**config.mk**
```make
export PLATFORM = sky130hd
export DESIGN_NAME = fetch_stage_flat
export DESIGN_NICKNAME = d
export VERILOG_FILES = /design/src/rtl/fetch_stage_if.sv /design/src/rtl/fetch_stage.sv /design/src/flat_wrapper.sv
export SDC_FILE = /design/constraint.sdc
export NUM_CORES = 1
export LEC_CHECK = 0
export CAP_MARGIN = 20
export CORE_ASPECT_RATIO = 0.7
export CORE_MARGIN = 8
export CORE_UTILIZATION = 60
export DETAILED_ROUTE_END_ITERATION = 10
export DONT_BUFFER_PORTS = 1
export PLACE_DENSITY = 0.76
export SLEW_MARGIN = 10
export SYNTH_ARGS = -nofsm -noshare
export SYNTH_HDL_FRONTEND = slang
export SYNTH_SLANG_ARGS = --single-unit
export TNS_END_PERCENT = 20
```
**constraint.sdc**
```tcl
create_clock -name clk -period 2.7 [get_ports clk]
set_input_delay 0.405 -clock clk [delete_from_list [all_inputs] [get_ports clk]]
set_output_delay 0.405 -clock clk [all_outputs]
set_load 0.005 [all_outputs]
```
**src/rtl/fetch_stage_if.sv**
```systemverilog
// Fetch stage bus: instruction memory request/response, pipeline control
// from downstream (stall/redirect) and the IF/ID bundle presented downstream.
interface fetch_stage_if;
  logic [15:0] imem_address;
  logic        imem_read;
  logic [15:0] imem_rdata;
  logic        imem_resp;
  logic        stall;
  logic        redirect;
  logic [15:0] redirect_pc;
  logic [15:0] if_pc;
  logic [15:0] if_instruction;
  logic        if_valid;

  // Fetch stage side
  modport master (
    output imem_address, imem_read, if_pc, if_instruction, if_valid,
    input  imem_rdata, imem_resp, stall, redirect, redirect_pc
  );

  // Memory / pipeline side
  modport slave (
    input  imem_address, imem_read, if_pc, if_instruction, if_valid,
    output imem_rdata, imem_resp, stall, redirect, redirect_pc
  );
endinterface

```
**src/rtl/fetch_stage.sv**
```systemverilog
// Instruction fetch stage: issues one memory read at a time, presents the
// returned word as an IF/ID bundle, and handles redirects without ever
// abandoning an outstanding memory request.
//
// state  | meaning
// FETCH  | read of pc outstanding; response becomes the next bundle
// SQUASH | read of pc outstanding but redirected; response is dropped
// HOLD   | bundle valid, waiting for downstream to consume it
module fetch_stage #(
  parameter logic [15:0] RESET_PC = 16'h0000
) (
  input logic          clk,
  input logic          reset,
  fetch_stage_if.master fe
);

  typedef enum logic [1:0] {
    FETCH  = 2'd0,
    SQUASH = 2'd1,
    HOLD   = 2'd2
  } state_e;

  state_e      state_q, state_d;
  logic [15:0] pc_q, pc_d;
  logic [15:0] pending_pc_q, pending_pc_d;
  logic [15:0] if_pc_q, if_pc_d;
  logic [15:0] if_instr_q, if_instr_d;
  logic        if_valid_q, if_valid_d;
  // Low from reset until the first clock edge, so no read is issued
  // (and no response is accepted) while reset is asserted.
  logic        started_q;

  logic [15:0] redirect_tgt;

  assign redirect_tgt      = {fe.redirect_pc[15:1], 1'b0};
  assign fe.imem_address   = pc_q;
  assign fe.imem_read      = started_q && (state_q != HOLD);
  assign fe.if_pc          = if_pc_q;
  assign fe.if_instruction = if_instr_q;
  assign fe.if_valid       = if_valid_q;

  // State and datapath registers with immediate asynchronous reset.
  always_ff @(posedge clk or negedge reset) begin
    if (!reset) begin
      state_q      <= FETCH;
      pc_q         <= RESET_PC;
      pending_pc_q <= 16'h0000;
      if_pc_q      <= 16'h0000;
      if_instr_q   <= 16'h0000;
      if_valid_q   <= 1'b0;
      started_q    <= 1'b0;
    end else begin
      state_q      <= state_d;
      pc_q         <= pc_d;
      pending_pc_q <= pending_pc_d;
      if_pc_q      <= if_pc_d;
      if_instr_q   <= if_instr_d;
      if_valid_q   <= if_valid_d;
      started_q    <= 1'b1;
    end
  end

  // Next-state logic; redirect always outranks stall and response capture.
  always_comb begin
    state_d      = state_q;
    pc_d         = pc_q;
    pending_pc_d = pending_pc_q;
    if_pc_d      = if_pc_q;
    if_instr_d   = if_instr_q;
    if_valid_d   = if_valid_q;

    if (started_q) begin
      case (state_q)
        FETCH: begin
          if (fe.redirect) begin
            if (fe.imem_resp) begin
              pc_d = redirect_tgt;
            end else begin
              pending_pc_d = redirect_tgt;
              state_d      = SQUASH;
            end
          end else if (fe.imem_resp) begin
            if_pc_d    = pc_q;
            if_instr_d = fe.imem_rdata;
            if_valid_d = 1'b1;
            pc_d       = pc_q + 16'd2;
            state_d    = HOLD;
          end
        end
        SQUASH: begin
          if (fe.imem_resp) begin
            pc_d    = fe.redirect ? redirect_tgt : pending_pc_q;
            state_d = FETCH;
          end else if (fe.redirect) begin
            pending_pc_d = redirect_tgt;
          end
        end
        HOLD: begin
          if (fe.redirect) begin
            if_valid_d = 1'b0;
            pc_d       = redirect_tgt;
            state_d    = FETCH;
          end else if (!fe.stall) begin
            if_valid_d = 1'b0;
            state_d    = FETCH;
          end
        end
        default: begin
          state_d = FETCH;
        end
      endcase
    end
  end

endmodule

```
**src/flat_wrapper.sv**
```systemverilog
// flat-port wrapper written by rule: the top's interface ports become plain ports
module fetch_stage_flat 
#(
  parameter logic [15:0] RESET_PC = 16'h0000
)
  (clk, reset, fe_imem_address, fe_imem_read, fe_if_pc, fe_if_instruction, fe_if_valid, fe_imem_rdata, fe_imem_resp, fe_stall, fe_redirect, fe_redirect_pc);
  fetch_stage_if fe_i ();
  input logic clk;
  input logic reset;
  output wire logic [$bits(fe_i.imem_address)-1:0] fe_imem_address;
  output wire logic [$bits(fe_i.imem_read)-1:0] fe_imem_read;
  output wire logic [$bits(fe_i.if_pc)-1:0] fe_if_pc;
  output wire logic [$bits(fe_i.if_instruction)-1:0] fe_if_instruction;
  output wire logic [$bits(fe_i.if_valid)-1:0] fe_if_valid;
  input wire logic [$bits(fe_i.imem_rdata)-1:0] fe_imem_rdata;
  input wire logic [$bits(fe_i.imem_resp)-1:0] fe_imem_resp;
  input wire logic [$bits(fe_i.stall)-1:0] fe_stall;
  input wire logic [$bits(fe_i.redirect)-1:0] fe_redirect;
  input wire logic [$bits(fe_i.redirect_pc)-1:0] fe_redirect_pc;
  assign fe_imem_address = fe_i.imem_address;
  assign fe_imem_read = fe_i.imem_read;
  assign fe_if_pc = fe_i.if_pc;
  assign fe_if_instruction = fe_i.if_instruction;
  assign fe_if_valid = fe_i.if_valid;
  assign fe_i.imem_rdata = fe_imem_rdata;
  assign fe_i.imem_resp = fe_imem_resp;
  assign fe_i.stall = fe_stall;
  assign fe_i.redirect = fe_redirect;
  assign fe_i.redirect_pc = fe_redirect_pc;
  fetch_stage #(.RESET_PC(RESET_PC)) u_core (.clk(clk), .reset(reset), .fe(fe_i));
endmodule
```
======== Word level (Yosys, flattened, before mapping) ========
Index checks and enable logic that the tools add are counted.
word-level totals
  bits in registers ....................... 68
  input port bits ......................... 37
  output and inout port bits .............. 50
  word-level logic and storage cells ...... 55
cells by class
  add/sub/neg operators ................... 1
  equal/unequal tests ..................... 13
  mux-type cells .......................... 23
  bitwise operators ....................... 1
  reduce and logical (&&, ||, !) cells .... 10
operator list
  cell                                           count
  2-to-1 mux 16 bit                              9
  case mux 16 bit (3 select lines)               1
  case mux 16 bit (2 select lines)               1
  AND reduction 5 bit                            4
  adder 16 x 2 -> 16 bit, second input constant  1
  != test 2 bit, second input constant           8
  2-to-1 mux 2 bit                               6
  != test 3 bit, second input constant           3
  case mux 2 bit (3 select lines)                1
  2-to-1 mux 1 bit                               4
  AND reduction 4 bit                            1
  nonzero test 2 bit                             2
  nonzero test 3 bit                             1
  == test 2 x 1 -> 1 bit, second input constant  1
  == test 2 bit, second input constant           1
  zero test 2 bit                                1
  case mux 1 bit (2 select lines)                1
  logical AND 1 bit                              1
  inverter 1 bit                                 1

======== Logic depth before layout (Yosys ltp) ========
Gate-level depths: netlist of the first run.
  depth in word-level cells ............... 4
  gate-level depth with buffers ........... 8
  gate-level depth less buffers ........... 7

======== Least setup slack after synthesis of the first run ========
No wires, ideal clock.
  path kind ............................... reg2reg
  start ................................... register u_core.state_q[0]
  end ..................................... register u_core.pc_q[10] (netlist: u_core.fe.imem_address[10])
  setup time .............................. 0.121 ns
  arrival time ............................ 1.783 ns
  data required time ...................... 2.579 ns
  path slack .............................. 0.796 ns
  cell stages (with the launch flop) ...... 8
  path buffers ............................ 2
  clock period less this slack ............ 1.904 ns
  cell sequence ........................... dfrtp_1 inv_1 ha_1 o21ba_2 or3_1 buf_6 buf_6 a22o_1
between the ends
  longest elaborated chain between the ends .. 3
  elaborated cells on any way between the ends .. 9
  those cells by class .................... eq/ne (5); mux (1); reduce/logical (3)
RTL lines
  item                                                                         line               source
  start, declared                                                              fetch_stage.sv:23  state_e state_q, state_d;
  start signal, assigned                                                       fetch_stage.sv:53  state_q <= state_d;
  == test 2 bit (tied with other cells)                                        fetch_stage.sv:73  case (state_q)
  != test 2 bit (no source line) / nonzero test 3 bit (equally long branches)  -
  AND reduction 5 bit (no source line)                                         -
  end signal, assigned                                                         fetch_stage.sv:54  pc_q <= pc_d;
  end, declared                                                                fetch_stage.sv:24  logic [15:0] pc_q, pc_d;
Several ways; a longest one is shown, not always the timed one.
A chain may end at the register's enable or synchronous reset.

======== Final worst setup path of the first run ========
  start ................................... register u_core.state_q[1]
  end ..................................... register u_core.pc_q[10] (netlist: u_core.fe.imem_address[10])
Same word-level chain as after synthesis.

==> results of run 1 <==
-- power breakdown --
part           internal [mW]  leakage (nW)  switching [mW]
logic                  0.724         0.668           0.800
registers               1.49         0.830           0.490
clock network          0.524         0.110           0.404
total                   2.74          1.61            1.69
-- flip-flops by register name, indices dropped and copies added (netlist names) --
| register | count |
|---|---|
| u_core.fe.if_valid | 1 |
| u_core.fe.if_pc | 16 |
| u_core.started_q | 1 |
| u_core.fe.imem_address | 16 |
| u_core.pending_pc_q | 16 |
| u_core.fe.if_instruction | 16 |
| u_core.state_q | 2 |
-- cells by family (layout without fill, tap and decap cells) --
family	Yosys count	count (layout)
other	1	1
flip-flops	68	68
AND/OR/NAND/NOR	72	72
XOR/XNOR	4	4
adder cells (fa/ha/maj)	5	5
buffers and inverters	30	34
AO/OA/AOI/OAI	85	85
multiplexers	54	54
-- what timing repair did --
action,in CTS,in global routing
hold buffers,2,0
endpoints found under the hold margin,68,0
setup buffers,0,0
-- per-stage QoR --
step | utilization [%] | hold WS [ps] | std cells
after floorplan | - | 109 | 319
after global placement | 61.4 | 112 | 380
after detailed placement | 61.4 | 112 | 380
after CTS | 66.1 | 184 | 398
after global routing | 66.1 | 181 | 398
final | 66.1 | 198 | 398
-- layer usage --
layer	up-vias	GRT usage [%]	routed length, µm
li1	1153	-	-
met5	-	0	0
met1	1204	25.2	3520
met3	11	9.19	979
met2	122	25.6	3300
met4	0	7.13	108
-- worst max-delay path by stage --
stage | start | to | slack [ps] | cells past startpoint
2_1_floorplan | u_core.state_q[0]$_DFFE_PN0P_ | u_core.fe.imem_address[10]$_DFFE_PN0P_ | 800 | 7
3_3_place_gp | u_core.state_q[1]$_DFFE_PN0P_ | u_core.fe.imem_address[12]$_DFFE_PN0P_ | 360 | 7
3_5_place_dp | u_core.state_q[1]$_DFFE_PN0P_ | u_core.fe.imem_address[10]$_DFFE_PN0P_ | 240 | 6
4_1_cts | u_core.state_q[1]$_DFFE_PN0P_ | u_core.fe.imem_address[10]$_DFFE_PN0P_ | 230 | 6
5_1_grt | u_core.state_q[1]$_DFFE_PN0P_ | u_core.fe.imem_address[10]$_DFFE_PN0P_ | 60 | 6
6_report | u_core.state_q[1]$_DFFE_PN0P_ | u_core.fe.imem_address[10]$_DFFE_PN0P_ | 210 | 6
-- cell type report --
type	instances	share of cell area [%]
inverters	12	1.21
flip-flops and latches	68	45.7
multi-input cells	221	42.8
well taps	75	2.52
repair buffers	6	1.81
clock buffers	9	3.32
clock inverters	7	2.65
-- cell usage in the layout, fill, tap and decap left out, types with 2 or more instances in the layout --
| cell type | synthesis | final |
|---|---|---|
| a21oi_1 | 18 | 18 |
| nor4_1 | 4 | 4 |
| nor3b_1 | 2 | 2 |
| mux2i_1 | 9 | 9 |
| a22oi_1 | 3 | 3 |
| mux2_2 | 45 | 45 |
| buf_4 | 3 | 4 |
| nor2_1 | 16 | 16 |
| nand2_1 | 22 | 22 |
| o211ai_1 | 3 | 3 |
| bufinv_16 | 0 | 2 |
| inv_1 | 11 | 11 |
| nor3_1 | 7 | 7 |
| nand3_2 | 2 | 2 |
| xnor2_1 | 2 | 2 |
| a31oi_1 | 5 | 5 |
| nor2b_1 | 3 | 3 |
| nand4_1 | 3 | 3 |
| a221oi_1 | 2 | 2 |
| a211oi_1 | 3 | 3 |
| ha_1 | 5 | 5 |
| o21ai_1 | 5 | 5 |
| clkinv_4 | 0 | 2 |
| dfrtp_1 | 68 | 68 |
| xor2_1 | 2 | 2 |
| clkbuf_8 | 0 | 9 |
| a22o_1 | 8 | 8 |
| o21ai_0 | 23 | 23 |
| a2bb2oi_1 | 3 | 3 |
| a21o_1 | 2 | 2 |
| nand2b_1 | 2 | 2 |
| nand3_1 | 6 | 6 |
| o22ai_1 | 3 | 3 |
==> impl_results.md, run 1 <==
* Root Buffer: clkbuf_8
* Slowest stage cell, crit path: or3_1
* Starting density of the core at 61.2%
* Min cycle time layout at between 2000 and 2500 ps
* Reg2Reg Depth at 6
* Final period util at about 90%
* Setup TNS at 0 ps
* Synthesized Nets at 361
* Post-synthesis mux area share at about 17%
* Register area at about 0.0017 mm²
* Avg Inst Size Synth at between 10 and 15 µm²
* Most used DFF post-synth: dfrtp_1
* CP cell instances: inv_1 -> ha_1 -> o21ba_2 -> or3_1 -> o22ai_1 -> a22o_1
* Req. time, crit path at 2950 ps
* CTS Buffer Depth at 2
* Clk slew on worst S/H paths at around 80 ps
* Clk_lat worst skew at around 350 ps
* Max-slew violations at 0
* Routed wire per std cell at roughly 20 µm
* Core Area at roughly 0.0056 mm²
* Seq cells post-synth at 68
* Adder-Cell Fraction of Synth Area at 1.81%
* PortBufs at 0
* Nets at 360
* Count leader, synth: dfrtp_1
* Library cells used by synthesis at between 40 and 50
* DRT Pass-1 Iters at 5
* Vias at between 2000 and 2500
* Num CTS Buffers at 9
* CP Launch Type: flip-flop
* Worst slew pin tran at between 700 and 800 ps
* Post-place instance area at approximately 0.0035 mm²
* Most frequent cells after synthesis: dfrtp_1, mux2_2, o21ai_0
* # fillers at about 460
* Largest family of logic cells by synthesized area: multiplexers
* # diodes at 0
* Xor-xnor portion of the synthesized cell area at slightly above 1%
* Post-DP HPWL at between 5000 and 6000 µm
* Number of gates resized after CTS at 0
* PnR worst setup slack at between 200 and 250 ps
* Simple-gate area share of the yosys netlist at 10.3%
* Maximum vdd drop at roughly 0.76 mV
* Max Cap Viol at 0
* Detailed Route WL at approximately 7900 µm
* EDFF count, synth at 0
* H-tree levels at 3
* Crit path buf inv count at 1
* Status: finished clean
* Critical setup path kind: reg -> reg
* Worst path top cell family by delay: compound AO/OA/AOI/OAI gates
* Total power at between 4 and 5 mW
* Hold path depth at 1
* DRT antenna net count at 0
* Initial antenna violation count at 0
* Pwr/cell area at around 1200 mW/mm²
* Slew Limit Headroom at between 40% and 50%
* Cells after Synth at ~320
* Slowest Stage Delay on Critical Path at roughly 640 ps
* Top cells by area, synth: dfrtp_1, mux2_2, o21ai_0, a21oi_1, mux2i_1
* Die H at 79.5 µm
* Multi-input logic area at 0.00160 mm²
* Routability cong. at about 0.84
* Die X at between 100 and 150 µm
* Io pins at a little under 90
* Layout cell share with drive strength beyond 1 at approximately 22%
* Synth-to-Final Area Change at 7.94%
* Initial DRC count at just under 300
* RR Startpoint: u_core.state_q[1]$_DFFE_PN0P_
* R2R setup slack at 210 ps
* Synth Area in Compound Gates at around 16%
* Crit. End Element: flip-flop
* Fmax at about 400 MHz
* Worst hold path type: in -> reg
* Largest net degree at the start of global routing at approximately 70
* Leakage at ~1.6 nW
* HP Start: fe_imem_rdata[15]
* Synthesized area at between 0.003 and 0.004 mm²
* CTS Sinks at 68
* Vias in the first global route at 2293
* Rows at 23
* Total global routing overflow at 0
* TritonCTS clock tree: done
* Hold Violations, Final at 0
* Post-synth top area cell: dfrtp_1
* Total Die Area at approximately 0.0085 mm²
* Worst Skew at around 10 ps
* Hold Path Sink: u_core.fe.if_instruction[15]$_DFFE_PN0P_
* Seq/Total Area, Yosys at roughly half
* Final setup viols at 0
* Design area at roughly 0.0037 mm²
* DRC viols at 0
* GRT Total Usage at approximately a fifth
* First-pass GRT wire length at roughly 13000 µm
* Asr flop ratio synth at 100%
* Synth top area share at approximately half
* Reg-to-reg endpoint: u_core.fe.imem_address[10]$_DFFE_PN0P_
* Yosys warns at 0
* Max FO, Critical Path at 25
* Pre-CTS WS at roughly 240 ps
* RSZ-0062 raised after global routing: no
* Critical path arrival at around 2700 ps
* Via/cell ratio at 6.26
No activity file was read; power rests on OpenSTA's default activity.
==> run 2: changes to the inputs <==
CORE_ASPECT_RATIO = unset   (was 0.7)
==> run 2 against run 1 <==
  * Fmax up 9.8%
  * Die area fell by 0.46%
  * Register-to-register slack gained 220 ps
  * Utilization up 3.1 points
  * Count of clock-buffer cells in the layout is the same
  * Sequential power hardly changed
  * Global-route usage grew 0.39 points
  * Critical path type unchanged
  * Highest routed layer unchanged
==> impl_results.md, run 2 (same netlist as run 1, synthesis figures left out) <==
* PnR worst setup slack at 432 ps (+223 ps)
* Design area at 0.00383 mm² (+2.9%)
* Via/cell ratio at 6.21 (-0.78%)
* Post-cts hold buffer count at 2 (unchanged)
* Root Buffer: clkbuf_8
* Starting density of the core at 62.3% (+1.1 points)
* Routed wire per std cell at 19.2 µm (-3.0%)
* Largest net degree at the start of global routing at 69 (unchanged)
* Rows at 27 (+17%)
* Number of gates resized after CTS at 0 (unchanged)
* Post-place instance area at 0.00352 mm² (+1.7%)
* Worst hold path type: in -> reg
* Core Area at 0.00554 mm² (-1.8%)
* Maximum vdd drop at 0.601 mV (-21%)
* Num CTS Buffers at 9 (unchanged)
* Min Hold Slack at 205 ps (+6.99 ps)
* Pre-CTS WS at 484 ps (+240 ps)
* Io pins at 87 (unchanged)
* Req. time, crit path at 2930 ps (-20 ps)
* Critical setup path kind: reg -> reg
* Worst slew pin tran at 550 ps (-243 ps)
* Post-DP HPWL at 5470 µm (-3.3%)
* DRT Pass-1 Iters at 4 (-1)
* Initial DRC count at 242 (-19%)
* Min cycle time layout at 2270 ps (-223 ps)
* CTS Sinks at 68 (unchanged)
* Commonest non-fill, non-tap cell in the layout: dfrtp_1
* # fillers at 419 (-8.1%)
* Initial antenna violation count at 0 (unchanged)
* Critical path arrival at 2500 ps (-240 ps)
* Fmax at 441 MHz (+9.8%)
* TritonCTS clock tree: done
* Pwr/cell area at 1210 mW/mm² (+1.4%)
* Final setup viols at 0 (unchanged)
* Clk slew on worst S/H paths at 80 ps (about the same)
* Vias in the first global route at 2434 (+6.1%)
* Register area at 0.00170 mm² (unchanged)
* R2R setup slack at 430 ps (+220 ps)
* Post-CTS setup buffers at 0 (unchanged)
* RSZ-0062 raised after global routing: no
* Hold Violations, Final at 0 (unchanged)
* Max FO, Critical Path at 17 (-32%)
* DRT antenna net count at 0 (unchanged)
* DRC viols at 0 (unchanged)
* Detailed Route WL at 7700 µm (-2.5%)
* GRT Total Usage at 19.2% (+0.39 points)
* Nets at 365 (+1.4%)
* Total global routing overflow at 0 (unchanged)
* Routability cong. at 0.807 (-4.4%)
* Clk_lat worst skew at 340 ps (about the same)
* Total Die Area at 0.00844 mm² (-0.46%)
* Crit. End Element: flip-flop
* Worst Skew at 7.63 ps (-2.65 ps)
* Multi-input logic area at 0.00160 mm² (unchanged)
* First-pass GRT wire length at 13000 µm (+3.6%)
* Die X at 91.9 µm (-14%)
* Synth-to-Final Area Change at 11.0%
* Max-slew violations at 0 (unchanged)
* Vias at 2483 (-0.28%)
* Layout cell share with drive strength beyond 1 at 23.2% (+1.2 points)
* Status: finished clean
* Most frequent cells in the layout: dfrtp_1, mux2_2, o21ai_0
* Finished Core Util at 69.2% (+3.1 points)
* Slew Limit Headroom at 63.3% (+16 points)
* Final period util at 84.0% (-8.3 points)
* Die H at 91.9 µm (+16%)
* Leakage at 1.67 nW (+3.6%)
* H-tree levels at 3 (unchanged)
* # diodes at 0 (unchanged)
* CP Launch Type: flip-flop
* PortBufs at 0 (unchanged)
* Max Cap Viol at 0 (unchanged)
* Setup TNS at 0 ps (unchanged)
* CTS Buffer Depth at 2 (unchanged)
## run 2: changes by cell type in the layout (fill, tap and decap cells not counted), sizes merged
cell      delta
clkinv       -2
clkinvlp     -1
bufinv       +2
buf          +5
inv          +1
## run 2: critical path, cell delays in order, from the launching register on
cell      delay (ps)
dfrtp_1          450
inv_1            110
ha_1             650
inv_1            190
a221oi_1         410
nor2_1           100
a22o_1           240
## run 2: final timing paths
path	endpoint	cells past startpoint	start
max	u_core.fe.imem_address[14]$_DFFE_PN0P_	6	u_core.state_q[0]$_DFFE_PN0P_
min reg2reg	u_core.pending_pc_q[0]$_DFFE_PN0P_	1	u_core.pending_pc_q[0]$_DFFE_PN0P_
min	u_core.fe.if_instruction[6]$_DFFE_PN0P_	1	fe_imem_rdata[6]
max in group asynchronous	u_core.pending_pc_q[12]$_DFFE_PN0P_	2	reset
max reg2reg	u_core.fe.imem_address[14]$_DFFE_PN0P_	6	u_core.state_q[0]$_DFFE_PN0P_
min in group asynchronous	u_core.fe.if_instruction[1]$_DFFE_PN0P_	2	reset
## run 2: power by group
part | switching (mW) | total (mW) | internal (mW) | leakage, nW
combinational | 0.788 | 1.54 | 0.747 | 0.701
clock | 0.405 | 1.12 | 0.715 | 0.134
sequential | 0.476 | 1.97 | 1.49 | 0.830
## run 2: metrics by stage
step | power (mW) | std cells
5_1_grt | 4.96 | 400
4_1_cts | 4.65 | 400
3_5_place_dp | 3.50 | 382
6_report | 4.62 | 400
2_1_floorplan | 3.09 | 319
3_3_place_gp | 3.42 | 382
## run 2: cell type report
type                       count  area share [%]
clock buffer                   9            3.23
clock inverter                 7            3.82
inverter                      12            1.18
multi-input combinational    221            41.6
sequential                    68            44.4
tap                           72            2.35
timing repair buffer          11            3.40
## run 2: per-layer routing
| metal | GRT usage [%] | routed length, µm |
|---|---|---|
| met4 | 8.32 | 131 |
| met1 | 23.7 | 3200 |
| met3 | 8.48 | 863 |
| met2 | 28.6 | 3510 |
| met5 | 0 | 0 |
==> run 3: changes to the inputs <==
ABC_AREA = 1   (was unset)
CORE_UTILIZATION = 57   (was 60)
PLACE_DENSITY = 0.75   (was 0.76)
clock period = 1.9 ns   (was 2.7 ns; I/O delays follow)
==> run 3 against run 2 <==
  * Combinational power increased by 56%
  * Sequential cell count is the same
  * Fmax grew 29%
  * Critical path type unchanged
==> impl_results.md, run 3 <==
* Status: finished clean
* Post-synth top area cell: dfrtp_1
* Core Area at 0.00589 mm² (+6.2%)
* Initial antenna violation count at 0 (unchanged)
* Synth Area in Compound Gates at 10.7% (-5.0 points)
* Die H at 93.8 µm (+2.1%)
* EDFF count, synth at 0 (unchanged)
* DRC viols at 0 (unchanged)
* Adder-Cell Fraction of Synth Area at 1.81% (+0.0026 points)
* PortBufs at 0 (unchanged)
* Detailed Route WL at 8260 µm (+7.3%)
* Cells after Synth at 424 (+33%)
* Final period util at 92.8% (+8.8 points)
* Via/cell ratio at 5.58 (-10%)
* Slowest stage cell, crit path: dfrtp_1
* Routed wire per std cell at 16.2 µm (-16%)
* Fmax at 567 MHz (+29%)
* Worst Skew at 12.9 ps (+5.27 ps)
* Synth top area share at 49.4% (+0.072 points)
* Worst path top cell family by delay: simple AND/OR/NAND/NOR gates
* Total global routing overflow at 0 (unchanged)
* Total Die Area at 0.00879 mm² (+4.2%)
* Most frequent cells after synthesis: nand2_1, dfrtp_1, inv_1
* PnR worst setup slack at 137 ps (-295 ps)
* Synth-to-Final Area Change at 10.9% (about the same)
* Asr flop ratio synth at 100% (unchanged)
* Post-DP HPWL at 6130 µm (+12%)
* Clk_lat worst skew at 340 ps (about the same)
* GRT Total Usage at 19.3% (+0.090 points)
* Top cells by area, synth: dfrtp_1, nand2_1, mux2_2, nand3_1, o21ai_0
* Setup TNS at 0 ps (unchanged)
* Seq cells post-synth at 68 (unchanged)
* Initial DRC count at 156 (-36%)
* CTS Sinks at 68 (unchanged)
* Post-synthesis mux area share at 5.55% (-12 points)
* Critical setup path kind: reg -> reg
* Clk slew on worst S/H paths at 80 ps (about the same)
* Count leader, synth: nand2_1
* Design area at 0.00382 mm² (-0.23%)
* CTS Buffer Depth at 2 (unchanged)
* Max FO, Critical Path at 8 (-9)
* Crit path buf inv count at 3 (+1)
* Req. time, crit path at 2130 ps (-800 ps)
* Die X at 93.8 µm (+2.1%)
* DRT Pass-1 Iters at 5 (+1)
* Layout cell share with drive strength beyond 1 at 13.1% (-10 points)
* Yosys warns at 0 (unchanged)
* Simple-gate area share of the yosys netlist at 25.6% (+15 points)
* Pwr/cell area at 1710 mW/mm² (+42%)
* Hold Violations, Final at 0 (unchanged)
* Nets at 472 (+29%)
* Most frequent cells in the layout: nand2_1, dfrtp_1, inv_1
* Starting density of the core at 58.6% (-3.7 points)
* Root Buffer: clkbuf_8
* Xor-xnor portion of the synthesized cell area at 0% (-1.0 points)
* Rows at 28 (+3.7%)
* Slowest Stage Delay on Critical Path at 420 ps (-230 ps)
* # diodes at 0 (unchanged)
* Worst hold path type: in -> reg
* Num CTS Buffers at 9 (unchanged)
* Routability cong. at 0.951 (+18%)
* Synthesized Nets at 466 (+29%)
* RSZ-0062 raised after global routing: no
* Max-slew violations at 0 (unchanged)
* Min cycle time layout at 1760 ps (-505 ps)
* Most used cell, CP: nand2_1
* Total power at 6.54 mW (+42%)
* Post-place instance area at 0.00353 mm² (+0.25%)
* Synthesized area at 0.00345 mm² (-0.14%)
* Avg Inst Size Synth at 8.13 µm² (-25%)
* Final setup viols at 0 (unchanged)
* Critical path arrival at 1990 ps (-510 ps)
* Most used DFF post-synth: dfrtp_1
* Commonest non-fill, non-tap cell in the layout: nand2_1
* CP Launch Type: flip-flop
* Library cells used by synthesis at 28 (-40%)
* CP cell instances: inv_2 -> ha_2 -> inv_2 -> o21ai_2 -> nand2_1 -> nor2_2 -> nand2_2 -> buf_4 -> nand2_1 -> nand2_1
* First-pass GRT wire length at 13500 µm (+3.8%)
* Vias at 2847 (+15%)
* Vias in the first global route at 2720 (+12%)
* Seq/Total Area, Yosys at 49.4% (+0.072 points)
* Leakage at 1.83 nW (+9.9%)
* H-tree levels at 3 (unchanged)
* Largest family of logic cells by synthesized area: simple AND/OR/NAND/NOR gates
* Crit. End Element: flip-flop
* DRT antenna net count at 0 (unchanged)
* Io pins at 87 (unchanged)
* Pre-CTS WS at 67.9 ps (-416 ps)
* Post-CTS setup buffers at 0 (unchanged)
* Maximum vdd drop at 0.765 mV (+27%)
* TritonCTS clock tree: done
* Max Cap Viol at 0 (unchanged)
* Largest net degree at the start of global routing at 69 (unchanged)
## run 3: cell type report
type	count	area [µm²]
timing repair buffer	10	123
inverter	37	144
clock buffer	13	169
sequential	68	1700
fill	522	2060
clock inverter	3	67.6
multi-input combinational	304	1530
tap	75	93.8
## run 3: path summary, 6_finish.rpt
kind / slack (ps) / startpoint / to / cells after the start
max: 140 / u_core.state_q[1]$_DFFE_PN0P_ / u_core.pending_pc_q[13]$_DFFE_PN0P_ / 10
min: 50 / fe_redirect_pc[10] / u_core.pending_pc_q[10]$_DFFE_PN0P_ / 2
max reg2reg: 140 / u_core.state_q[1]$_DFFE_PN0P_ / u_core.pending_pc_q[13]$_DFFE_PN0P_ / 10
min reg2reg: 480 / u_core.pending_pc_q[1]$_DFFE_PN0P_ / u_core.pending_pc_q[1]$_DFFE_PN0P_ / 2
max in group asynchronous: 1140 / reset / u_core.fe.if_pc[9]$_DFFE_PN0P_ / 2
min in group asynchronous: 470 / reset / u_core.state_q[0]$_DFFE_PN0P_ / 2
## run 3: report_power, final
part / leakage, nW / internal (mW) / switching (mW)
clock: 0.116 / 0.848 / 0.535
sequential: 0.847 / 2.12 / 0.635
combinational: 0.868 / 0.938 / 1.47
## run 3: metal layers
layer,up-vias,track usage [%],part of all wire [%]
met5,-,0,0
met4,0,8.72,1.7
met3,19,7.11,11
met1,1304,23.1,41
met2,123,30.4,46
li1,1401,-,-
## run 3: kinds of logic (layout without fill, tap and decap cells)
family                   after synthesis  after routing
buffers and inverters                 53             63
AO/OA/AOI/OAI                         67             67
multiplexers                          17             17
AND/OR/NAND/NOR                      213            214
flip-flops                            68             68
other                                  1              1
adder cells (fa/ha/maj)                5              5
## run 3: timing repair
action,in CTS,in global routing
resized for setup,0,7
hold buffers,2,0
hold endpoints to repair,68,0
endpoints found under the setup margin,0,29
## run 3: per-stage QoR
| stage | utilization [%] | cells | hold WS, ps |
|---|---|---|---|
| after floorplan | - | 424 | -10.6 |
| after global placement | 60.0 | 491 | -8.14 |
| after detailed placement | 60.0 | 491 | -8.58 |
| after CTS | 64.7 | 509 | 43.6 |
| after global routing | 65.0 | 510 | 44.5 |
| final | 65.0 | 510 | 54.9 |
